===== src/rtl/tone_detector.sv =====
// Receive-side tone detector: measures the rising-edge period of a 1-bit audio line
// and classifies it as the shot tone, the collision tone, or neither.
module tone_detector #(
  parameter int PERIOD_W    = 22,
  parameter int SHOT_PERIOD = 131072,
  parameter int COLL_PERIOD = 1048576,
  parameter int TOL         = 4096,
  parameter int CONFIRM     = 3,
  parameter int TIMEOUT     = 2097152
) (
  input  logic                clk,
  input  logic                rst,
  input  logic                pin_in,
  output logic                shot_det,
  output logic                collision_det,
  output logic                det_event,
  output logic [PERIOD_W-1:0] period,
  output logic                period_valid
);

  localparam int CW = (PERIOD_W > 32) ? PERIOD_W : 32;
  localparam logic [2:0] CONF = 3'(CONFIRM);

  typedef enum logic [1:0] {IDLE, ARMED, TRACK} state_e;
  typedef enum logic [1:0] {CLS_NONE, CLS_SHOT, CLS_COLL} cls_e;

  state_e              state_q, state_d;
  cls_e                last_class, cls_now, cls_d;
  logic [2:0]          match_cnt, mc_d;
  logic [PERIOD_W-1:0] cnt;
  logic                pin_p0, pin_p1, pin_p2;
  logic                rise, at_timeout, capture, timeout;
  logic                shot_q, coll_q;

  function automatic cls_e classify(input logic [PERIOD_W-1:0] p);
    logic [CW-1:0] pw;
    pw = CW'(p);
    if (pw >= CW'(SHOT_PERIOD - TOL) && pw <= CW'(SHOT_PERIOD + TOL))
      return CLS_SHOT;
    if (pw >= CW'(COLL_PERIOD - TOL) && pw <= CW'(COLL_PERIOD + TOL))
      return CLS_COLL;
    return CLS_NONE;
  endfunction

  assign rise       = pin_p1 & ~pin_p2;
  assign at_timeout = (CW'(cnt) == CW'(TIMEOUT));
  assign capture    = rise && (state_q != IDLE);
  // A rise on the threshold cycle wins over the timeout.
  assign timeout    = !rise && at_timeout && (state_q != IDLE);
  assign cls_now    = classify(cnt);

  always_ff @(posedge clk or negedge rst) begin
    if (!rst) state_q <= IDLE;
    else      state_q <= state_d;
  end

  always_comb begin
    state_d = state_q;
    case (state_q)
      IDLE:    if (rise) state_d = ARMED;
      ARMED:   if (rise) state_d = TRACK; else if (timeout) state_d = IDLE;
      TRACK:   if (timeout) state_d = IDLE;
      default: state_d = IDLE;
    endcase
  end

  always_comb begin
    cls_d = last_class;
    mc_d  = match_cnt;
    if (timeout) begin
      cls_d = CLS_NONE;
      mc_d  = 3'd0;
    end else if (capture) begin
      cls_d = cls_now;
      if (cls_now == CLS_NONE)        mc_d = 3'd0;
      else if (cls_now == last_class) mc_d = (match_cnt >= CONF) ? CONF : match_cnt + 3'd1;
      else                            mc_d = 3'd1;
    end
  end

  // _p0/_p1 synchronize the async line, _p2 is the edge-detect history
  always_ff @(posedge clk or negedge rst) begin
    if (!rst) begin
      pin_p0 <= 1'b0;
      pin_p1 <= 1'b0;
      pin_p2 <= 1'b0;
    end else begin
      pin_p0 <= pin_in;
      pin_p1 <= pin_p0;
      pin_p2 <= pin_p1;
    end
  end

  // Period measurement, classification and detect outputs
  always_ff @(posedge clk or negedge rst) begin
    if (!rst) begin
      cnt           <= '0;
      period        <= '0;
      period_valid  <= 1'b0;
      match_cnt     <= 3'd0;
      last_class    <= CLS_NONE;
      shot_det      <= 1'b0;
      collision_det <= 1'b0;
      shot_q        <= 1'b0;
      coll_q        <= 1'b0;
      det_event     <= 1'b0;
    end else begin
      if (state_q == IDLE)  cnt <= rise ? PERIOD_W'(1) : '0;
      else if (rise)        cnt <= PERIOD_W'(1);
      else if (timeout)     cnt <= '0;
      else if (cnt != '1)   cnt <= cnt + PERIOD_W'(1);
      period_valid  <= capture;
      if (capture) period <= cnt;
      match_cnt     <= mc_d;
      last_class    <= cls_d;
      shot_det      <= (mc_d == CONF) && (cls_d == CLS_SHOT);
      collision_det <= (mc_d == CONF) && (cls_d == CLS_COLL);
      shot_q        <= shot_det;
      coll_q        <= collision_det;
      det_event     <= (shot_det & ~shot_q) | (collision_det & ~coll_q);
    end
  end

endmodule


===== config.mk =====
export PLATFORM = sky130hd
export DESIGN_NAME = tone_detector
export DESIGN_NICKNAME = d
export VERILOG_FILES = /design/src/rtl/tone_detector.sv
export SDC_FILE = /design/constraint.sdc
export NUM_CORES = 1
export LEC_CHECK = 0
export ABC_AREA = 1
export BUFFER_PORTS_ARGS = -buffer_cell sky130_fd_sc_hd__buf_2
export CAP_MARGIN = 5
export CORE_MARGIN = 3
export CORE_UTILIZATION = 28
export DETAILED_ROUTE_END_ITERATION = 8
export PLACE_DENSITY_LB_ADDON = 0.12
export REMOVE_ABC_BUFFERS = 1
export SYNTH_ARGS = -nofsm -noshare
export SYNTH_HDL_FRONTEND = slang
export SYNTH_SLANG_ARGS = --single-unit

===== constraint.sdc =====
create_clock -name clk -period 2.5 [get_ports clk]
set_input_delay 0.375 -clock clk [delete_from_list [all_inputs] [get_ports clk]]
set_output_delay 0.375 -clock clk [all_outputs]
set_load 0.01 [all_outputs]

==> results.md, run 1 <==
* Status: complete, no violations
* Wire length per cell at 14.6 um
* Crit path max-delay cell type: dfrtp_1
* Arr. time, crit path at 2.38 ns
* Yosys top cell by area: dfrtp_1
* Worst Tran Pin Value at 0.648 ns
* MaxCap Viol Count at 0
* Layout area overhead at 17.4%
* Ant. Diodes at 0
* Gp weighted congestion at 0.923
* Sequential area share after synthesis at 48.4%
* Critical-path cell list: inv_1, ha_1, nand2_1, inv_1, nand3_1, nor2_1, nand2_1, nand2_1, nand2_2, nand2_1, nand2_1, nand3_1, nor2_1, nor2_1, nand3_1, nor2_1
* Commonest non-fill, non-tap cell in the layout: nand2_1
* Yosys warning count at 0
* Core area at 10600 um^2
* Worst-case clock buffer depth at 2
* Final Hold Viols at 0
* R2R Setup Slk at 0.41 ns
* DRT Pass-1 Iters at 5
* Die area at 12400 um^2
* WL final at 8.28 mm
* Drt via density at 4.80
* Overall Global Routing Usage at between 10% and 20%
* Clk root buf: clkbuf_8
* Power Total at 0.00267 W
* Fin crit share at between 80% and 90%
* Peak VDD IR at between 0.2 and 0.3 mV
* Io pins at 29
* Hold path cells at 1
* FF+latch count, synth at 60
* Detail Placement HPWL at 6.35 mm
* Top cells by area in the synthesized netlist: dfrtp_1, nand2_1, nor2_1
* Die height at 111 um
* WS Path Type: reg -> reg
* Worst-Skew Late Latency at ~0.35 ns
* Placement Rows at 37
* Hold_ws at roughly 0.14 ns
* Yosys top cell area share at between 40% and 50%
* Clock buffer count from CTS at 9
* Via count at 2716
* Final setup violation count at 0
* Hold Startpoint: pin_in
* Reg-to-Reg End: collision_det$_DFF_PN0_
* CP delay by family, top: simple AND/OR/NAND/NOR gates
* DR iter-0 viols at 173
* Cell area after synthesis at slightly above 3000 um^2
* Initial antenna violation count at 0
* R2r startpoint: cnt[0]$_DFFE_PN0P_
* Cell variety after synth at 37
* IO Port Bufs at 28
* CTS resizes at 0
* Clock slew at reported path FFs at 0.08 ns
* Gr ovfl total at 0
* Initial Utilization at 29.4%
* Mean area per synthesized cell at 8.01 um^2
* First-pass GRT wire length at roughly 14 mm
* Post-route ant nets at 0
* Nets at between 400 and 500
* Most frequent cells in the layout: nand2_1, dfrtp_1, nor2_1
* FF-to-FF path depth at 16
* RSZ-0062 raised after global routing: false
* Final min period at 2.09 ns
* LEAKAGE at 1.79 nW
* Worst Hold Class: in -> reg
* Req. time, crit path at 2.78 ns
* Buf/Inv on CP at 2
* Slew headroom at a little under three fifths
* Skew final at 0.0148 ns
* Peak per-stage delay on the critical path at 0.41 ns
* Maximum number of pins on one net before global-route repair at 27
* WP depth at 16
* CP max FO at 5
* TritonCTS clock tree: built
* CP Capture Type: flop
* Setup crit start: cnt[0]$_DFFE_PN0P_
* DRC Markers at 0
* Cells after synthesis at 387
* Die width at 111 um
* Share of cells above drive strength 1 at 17.0%
* Fmax at 477 MHz
* Number of global-route vias before repair at 2762
* Most frequent CP cell: nand2_1
* H-Tree Depth at 3
* Pwr dens at between 700 and 800 nW/um^2
* Setup TNS Final at 0 ns
* Post-CTS setup buffers at 0
* Max Slew Vio Count at 0
* Clock Sinks at 60
* Crit path to: collision_det$_DFF_PN0_
* CP Launch Type: flop
-- routing by layer --
| layer | global-route usage (%) | part of all wire (%) |
|---|---|---|
| met1 | 19.1 | 50 |
| met2 | 21.5 | 44 |
| met3 | 3.44 | 4.8 |
| met4 | 4.54 | 1.7 |
| met5 | 0 | 0 |
-- cell families (layout without fill, tap and decap cells) --
| family | Yosys count | in the layout | share of synthesized area [%] |
|---|---|---|---|
| buffers and inverters | 51 | 94 | 6.62 |
| adder cells (fa/ha/maj) | 4 | 4 | 1.61 |
| AO/OA/AOI/OAI | 61 | 61 | 10.7 |
| AND/OR/NAND/NOR | 209 | 209 | 32.1 |
| flip-flops | 60 | 60 | 48.4 |
| XOR/XNOR | 2 | 2 | 0.565 |
-- sequential cells by signal, indices dropped and copies added (netlist names) --
register	flops
cnt	22
period	22
coll_q	1
shot_q	1
period_valid	1
match_cnt	3
collision_det	1
det_event	1
last_class	2
pin_p1	1
shot_det	1
pin_p0	1
state_q	2
pin_p2	1
-- worst min path at each step --
stage,endpoint,slack [ns]
after floorplan,cnt[0]$_DFFE_PN0P_,0.08
after global placement,period[3]$_DFFE_PN0P_,0.25
after detailed placement,period[3]$_DFFE_PN0P_,0.26
after CTS,pin_p0$_DFF_PN0_,0.12
after global routing,pin_p0$_DFF_PN0_,0.13
final,pin_p0$_DFF_PN0_,0.14
-- through the flow --
step                      util [%]  setup WS, ns  instance area [um^2]  instances
after floorplan                  -         0.581                  3060        379
after global placement        32.3         0.385                  3410        549
after detailed placement      32.3         0.444                  3410        549
after CTS                     34.5         0.421                  3640        566
after global routing          34.5         0.159                  3640        566
final                         34.5         0.406                  3640        566
-- power by group --
part | internal (W) | leakage [nW] | switching (W)
registers | 0.00105 | 0.818 | 0.0000569
clock network | 0.000588 | 0.107 | 0.000397
logic | 0.000189 | 0.861 | 0.000386
-- synthesized netlist by cell type, drive strengths merged --
library cell,number
o41ai,2
nand2b,2
nand3b,1
inv,43
buf,3
a21boi,1
a31oi,1
or2,3
clkbuf,5
o31ai,3
ha,4
nand2,95
nand4,12
dfrtp,60
a211o,1
nor2,54
o22ai,1
nand3,24
a211oi,1
a21oi,16
nor4,4
o21ai,35
xor2,2
nor3,14
-- layout make-up --
type / count / area, um^2
Clock inverter: 4 / 72.6
Multi-Input combinational cell: 276 / 1390
Clock buffer: 12 / 145
Timing Repair Buffer: 35 / 195
Inverter: 43 / 161
Fill cell: 1146 / 6920
Sequential cell: 60 / 1500
Tap cell: 136 / 170
-- what timing repair did --
action	4_1_cts	5_1_grt
endpoints found under the hold margin	9	0
hold buffers	1	0
setup endpoints to repair	0	0
Note: power is estimated with default switching activity, not from simulation.
==> run 2: changes to the inputs <==
--- a/config.mk
+++ b/config.mk
@@ -5,7 +5,7 @@
 export SDC_FILE = /design/constraint.sdc
 export NUM_CORES = 1
 export LEC_CHECK = 0
-export ABC_AREA = 1
+export ABC_AREA = 0
 export BUFFER_PORTS_ARGS = -buffer_cell sky130_fd_sc_hd__buf_2
 export CAP_MARGIN = 5
 export CORE_MARGIN = 3
==> constraint.sdc (replaced) <==
create_clock -name clk -period 1.9 [get_ports clk]
set_input_delay 0.285 -clock clk [delete_from_list [all_inputs] [get_ports clk]]
set_output_delay 0.285 -clock clk [all_outputs]
set_load 0.01 [all_outputs]
==> run 2 against run 1 <==
Effect of this change:
- worst setup slack worse by 0.59 ns
- the flow now finishes with violations (setup timing)
- sequential cell count stayed put
- largest cell class unchanged
- non-clock buffer count is 71 higher
- final area increased by 16%
- sequential share of layout area fell by 5.7 points
- register-to-register slack lost 0.59 ns
==> results.md, run 2 <==
* Power Total at 0.00366 W
* Critical-path cell list: and4_4, or4b_4, o22ai_4, mux2i_2, buf_4, nor3_1, nor4_1
* LEAKAGE at 2.06 nW
* Worst-Skew Late Latency at 0.35 ns
* Most used flip-flop cell after synthesis: dfrtp_1
* Clock buffer count from CTS at 9
* Commonest non-fill, non-tap cell in the layout: nand2_1
* Cell variety after synth at 45
* Worst Hold Class: in -> reg
* Reg-to-Reg End: match_cnt[0]$_DFF_PN0_
* Post-synth EDFFs at 0
* Final setup violation count at 5
* Yosys top cell area share at 52.3%
* Final non-filler cell area at 4230 um^2
* Peak VDD IR at 0.358 mV
* Biggest regs: cnt x22, period x22, match_cnt x3
* Post-route ant nets at 0
* Initial antenna violation count at 0
* Max Slew Vio Count at 0
* Fin crit share at 110%
* Drt via density at 4.47
* Final Hold Viols at 0
* MaxCap Viol Count at 0
* Fmax at 479 MHz
* Worst-case clock buffer depth at 2
* Die height at 107 um
* Met3 usage in global routing at under 10%
* Peak per-stage delay on the critical path at 0.49 ns
* Core area at 9860 um^2
* Area of the multi-input gates at approximately 1500 um^2
* TritonCTS clock tree: built
* Gp weighted congestion at just over 0.8
* Die width at approximately 110 um
* FF+latch count, synth at 60
* DRT Pass-1 Iters at 4
* Number of global-route vias before repair at between 2000 and 2500
* Req. time, crit path at ~2.1 ns
* Layout area overhead at 47.2%
* Nets at 420
* Hold_ws at 0.0449 ns
* Mean area per synthesized cell at 9.29 um^2
* DP Area at 3630 um^2
* Top-count cell post-synth: nand2_1
* WS Path Type: reg -> reg
* Sequential area share after synthesis at 52.3%
* Slew headroom at 74.5%
* CP max FO at 4
* Worst Tran Pin Value at 0.380 ns
* Placement Rows at 36
* Hold path cells at 1
* Share of cells above drive strength 1 at 39.2%
* Most frequent cells after synthesis: nand2_1, dfrtp_1, nor2_1, inv_1
* Skew final at 0.00992 ns
* Worst hold endpoint: pin_p0$_DFF_PN0_
* Place WS at -0.376 ns
* DR iter-0 viols at 62
* Crit path max-delay cell type: or4b_4
* H-Tree Depth at 3
* Wire length per cell at 13.5 um
* CP Launch Type: flop
* Detail Placement HPWL at between 4 and 5 mm
* Async SR Flop Fraction at 100%
* Initial Utilization at 29.1%
* GRT busiest layer: met2
* Maximum number of pins on one net before global-route repair at 61
* Final min period at 2.09 ns
* Failing checks: setup timing
* Overall Global Routing Usage at 13.5%
* Io pins at 29
* Slack of the critical path at -0.188 ns
* Register area at 1500 um^2
* Gr ovfl total at 0
* First-pass GRT wire length at 12.1 mm
* FF-to-FF path depth at 7
* DRC Markers at 0
* GR Layer Usage met1 at 18.4%
* Die area at 11500 um^2
* WL final at between 7 and 8 mm
* Status: finished with violations
* Yosys warning count at 0
* Cell area after synthesis at 2870 um^2
* Yosys top cell by area: dfrtp_1
* Via count at 2461
* Ant. Diodes at 0
* CP Capture Type: flop
* Grt met2 use at between 20 and 25%
* Clk root buf: clkbuf_8
* Most frequent cells in the layout: nand2_1, buf_4, dfrtp_1
* R2r startpoint: cnt[17]$_DFFE_PN0P_
* R2R Setup Slk at -0.19 ns
* Cells after synthesis at 309
* IO Port Bufs at 28
* Pwr dens at 866 nW/um^2
* Fillers at 956
* Clock Sinks at 60
* Top cells by area in the synthesized netlist: dfrtp_1, nand2_1, nor2_1
* Arr. time, crit path at 2.33 ns
* Clock slew at reported path FFs at 0.07 ns
* Setup TNS Final at -0.637 ns
* Hold Startpoint: pin_in
* RSZ-0062 raised after global routing: true
-- run 2: cell count changes in the layout (fill, tap and decap cells not counted), moves of 7 or more --
cell	change
nand2_1	-23
buf_4	+61
nand3_1	-19
inv_1	-29
xnor2_1	+7
nor2_1	-13
o21ai_0	-22
xor2_1	+8
a21oi_1	-11
-- run 2: cell type report --
class | count | area share [%]
Clock buffer | 11 | 3.35
Clock inverter | 5 | 1.78
Inverter | 13 | 1.15
Multi-Input combinational cell | 223 | 35.1
Sequential cell | 60 | 35.5
Tap cell | 133 | 3.94
Timing Repair Buffer | 106 | 19.2
-- run 2: metrics by stage --
step | instances | utilization (%)
after floorplan | 296 | -
after global routing | 551 | 42.8
after global placement | 522 | 36.8
after detailed placement | 522 | 36.8
final | 551 | 42.8
after CTS | 543 | 40.1
-- run 2: logic make-up (layout without fill, tap and decap cells) --
| group | after synthesis | count (layout) | synth area share (%) |
|---|---|---|---|
| simple gates | 166 | 166 | 28.2 |
| flops | 60 | 60 | 52.3 |
| compound gates | 31 | 31 | 7.28 |
| buf+inv | 26 | 135 | 3.70 |
| xor+xnor | 20 | 20 | 6.10 |
| fa+ha+maj | 4 | 4 | 1.74 |
| mux | 2 | 2 | 0.697 |
-- run 2: how the worst max path moves through the flow --
stage | startpoint | end | slack, ns | cells past startpoint
detailed placement | cnt[1]$_DFFE_PN0P_ | match_cnt[0]$_DFF_PN0_ | -0.38 | 9
CTS | cnt[17]$_DFFE_PN0P_ | match_cnt[0]$_DFF_PN0_ | -0.19 | 7
finish | cnt[17]$_DFFE_PN0P_ | match_cnt[0]$_DFF_PN0_ | -0.19 | 7
global placement | cnt[1]$_DFFE_PN0P_ | collision_det$_DFF_PN0_ | -0.25 | 9
floorplan | state_q[1]$_DFFE_PN0P_ | collision_det$_DFF_PN0_ | -0.73 | 8
global route | cnt[14]$_DFFE_PN0P_ | match_cnt[0]$_DFF_PN0_ | -0.31 | 8
-- run 2: critical path: cells and delay by family, from the launching register on --
family | cells | cell delay, ns
AOI/OAI and AO/OA | 1 | 0.20
buffers and inverters | 1 | 0.14
DFF | 1 | 0.37
muxes | 1 | 0.27
and+or+nand+nor | 4 | 1.00
-- run 2: what timing repair did --
action | in CTS | in global routing
pin swaps | 7 | 23
buffers inserted | 4 | 5
cloned | 0 | 3
gates resized for setup | 12 | 39
hold buffers | 1 | 0
hold endpoints to repair | 60 | 0
setup endpoints to repair | 30 | 31
-- run 2: per-layer routing --
layer / vias to the layer above / part of all wire, %
met2: 31 / 47
met4: 0 / 1.7
met3: 14 / 3.1
met1: 1166 / 48
li1: 1250 / -
met5: - / 0
-- run 2: report_power, final --
group / internal (W) / total, W / switching [W] / leakage (nW)
clock: 0.000768 / 0.00128 / 0.000514 / 0.113
sequential: 0.00137 / 0.00143 / 0.0000601 / 0.821
combinational: 0.000470 / 0.000953 / 0.000483 / 1.13
total: 0.00260 / 0.00366 / 0.00106 / 2.06
==> run 3: changes to the inputs <==
--- a/config.mk
+++ b/config.mk
@@ -9,7 +9,7 @@
 export BUFFER_PORTS_ARGS = -buffer_cell sky130_fd_sc_hd__buf_2
 export CAP_MARGIN = 5
 export CORE_MARGIN = 3
-export CORE_UTILIZATION = 28
+export CORE_UTILIZATION = 35
 export DETAILED_ROUTE_END_ITERATION = 8
 export PLACE_DENSITY_LB_ADDON = 0.12
 export REMOVE_ABC_BUFFERS = 1
==> run 3 against run 2 <==
Effect of this change:
- clock skew increased by 0.0030 ns
- die area decreased by 19%
- via count increased by 1.2%
- global-route usage increased by 2.8 points
- non-clock buffer count decreased by 5
- utilization increased by 11 points
- clock power increased by 10%
- critical path depth increased by 1
- count of clock-buffer cells in the layout decreased by 1
- total power increased by 7.6%
- the run still ends with setup timing left
- register-to-register slack about the same
==> results.md, run 3 (synthesis results as in run 2) <==
* Status: finished with violations
* Failing checks: setup timing
* Die width at 96.6 um
* Buf/Inv on CP at 2
* Pwr dens at 933 nW/um^2
* Reg-to-Reg End: match_cnt[0]$_DFF_PN0_
* Req. time, crit path at 2.16 ns
* DP Area at about 3500 um^2
* Clock Sinks at 60
* Final non-filler cell area at between 4000 and 5000 um^2
* CP Capture Type: flop
* Gp weighted congestion at 0.808
* Final Hold Viols at 0
* CP max FO at 4
* Worst Hold Class: in -> reg
* Placement Rows at 32
* TritonCTS clock tree: built
* R2r startpoint: cnt[8]$_DFFE_PN0P_
* H-Tree Depth at 3
* Setup crit start: cnt[8]$_DFFE_PN0P_
* WS Path Type: reg -> reg
* Final setup violation count at 15
* Initial antenna violation count at 0
* Clock buffer count from CTS at 9
* Clock slew at reported path FFs at 0.07 ns
* Io pins at 29
* Fillers at 722
* Fin crit share at 111%
* Overall Global Routing Usage at 16.3%
* Place WS at -0.291 ns
* Slew headroom at 69.7%
* Ant. Diodes at 0
* RSZ-0062 raised after global routing: true
* Grt met2 use at between 20 and 25%
* Non-Filler Instances at ~510
* CP delay by family, top: simple AND/OR/NAND/NOR gates
* GR Layer Usage met1 at 22.3%
* Worst Tran Pin Value at approximately 0.45 ns
* Critical-path cell list: nor4_2, buf_4, a31oi_1, o22ai_4, mux2i_2, buf_4, nor3_4, nor4_2
* Biggest regs: cnt x22, period x22, match_cnt x3
* Detail Placement HPWL at 4.77 mm
* FF-to-FF path depth at 8
* Commonest non-fill, non-tap cell in the layout: nand2_1
* Worst-case clock buffer depth at 2
* MaxCap Viol Count at 0
* Placed Cells at 478
* Crit path to: match_cnt[0]$_DFF_PN0_
* Slack of the critical path at -0.202 ns
* LEAKAGE at 2.04 nW
* Peak per-stage delay on the critical path at roughly 0.4 ns
* Wire length per cell at ~15 um
* WP depth at 8
* Peak VDD IR at 0.527 mV
* Clk root buf: clkbuf_8
* Arr. time, crit path at between 2 and 2.5 ns
* Final min period at 2.10 ns
* Fmax at 476 MHz
* DR iter-0 viols at 120
* DRT Pass-1 Iters at 5
* Initial Utilization at 36.6%
* Post-route ant nets at 0
* Most frequent cells in the layout: nand2_1, buf_4, dfrtp_1
* First-pass GRT wire length at 11.5 mm
* Crit path max-delay cell type: dfrtp_1
* Die area at 9320 um^2
* Setup TNS Final at -0.771 ns
* Gr ovfl total at 0
* R2R Setup Slk at -0.20 ns
* WL final at 7.54 mm
* Skew final at 0.0130 ns
* Drt via density at 4.85
* Layout area overhead at 47.1%
* Nets at around 420
* Via count at between 2000 and 2500
* GRT busiest layer: met2
* Die height at just under 100 um
* IO Port Bufs at 28
* Met3 usage in global routing at 4.18%
* DRC Markers at 0
* Maximum number of pins on one net before global-route repair at 61
* Worst-Skew Late Latency at 0.35 ns
* Number of global-route vias before repair at approximately 2400
* Max Slew Vio Count at 0
* Core area at 7850 um^2
* Share of cells above drive strength 1 at 40.5%
* CP Launch Type: flop
## run 3: cell types whose count changed in the layout (fill, tap and decap cells not counted), sizes merged
cell,previous run,this run
clkinv,3,2
buf,103,98
clkbuf,13,12
bufinv,2,3
## run 3: worst min-delay path by stage
stage | endpoint | depth (start not counted) | startpoint
after floorplan | cnt[0]$_DFFE_PN0P_ | 0 | rst
after global placement | period_valid$_DFF_PN0_ | 2 | rst
after detailed placement | period_valid$_DFF_PN0_ | 2 | rst
after CTS | pin_p0$_DFF_PN0_ | 1 | pin_in
after global routing | pin_p0$_DFF_PN0_ | 1 | pin_in
final | pin_p0$_DFF_PN0_ | 1 | pin_in
## run 3: per-layer routing
layer / share of wire, % / routed length, um
met1: 48 / 3610
met2: 46 / 3500
met3: 4.7 / 352
met4: 1.1 / 84
met5: 0 / 0
## run 3: layout make-up
cell class                 instances  area (um^2)  share of cell area [%]
clock buffer                      10          138                    3.26
sequential                        60         1500                    35.6
multi-input combinational        223         1540                    36.5
timing repair buffer             101          766                    18.1
tap                              102          128                    3.02
clock inverter                     5          100                    2.37
inverter                          13         48.8                    1.16
## run 3: worst reg2reg max path: cells and delay by family, from the launching register on
kind	cells	cell delay (ns)
muxes	1	0.26
DFF	1	0.40
buffers and inverters	2	0.36
and+or+nand+nor	3	0.63
AOI/OAI and AO/OA	2	0.38
## run 3: what timing repair did
item	in CTS	in global routing
hold buffers	1	0
setup endpoints to repair	28	30
resized for setup	8	56
gates cloned	0	3
hold endpoints to repair	60	0
buffers inserted	4	13
pin swaps	5	24
## run 3: per-stage QoR
stage / utilization (%) / hold slack [ns] / power, W
6_report: 53.8 / 0.0462 / 0.00394
3_3_place_gp: 44.5 / 0.320 / 0.00212
2_1_floorplan: - / -0.0106 / 0.00179
4_1_cts: 48.6 / 0.0315 / 0.00356
3_5_place_dp: 44.5 / 0.323 / 0.00212
5_1_grt: 53.8 / 0.0311 / 0.00414
## run 3: report_power, final
part / switching (W) / leakage [nW] / total [W] / internal, W
Clock: 0.000514 / 0.122 / 0.00141 / 0.000895
Sequential: 0.0000694 / 0.821 / 0.00143 / 0.00137
Combinational: 0.000568 / 1.10 / 0.00109 / 0.000526
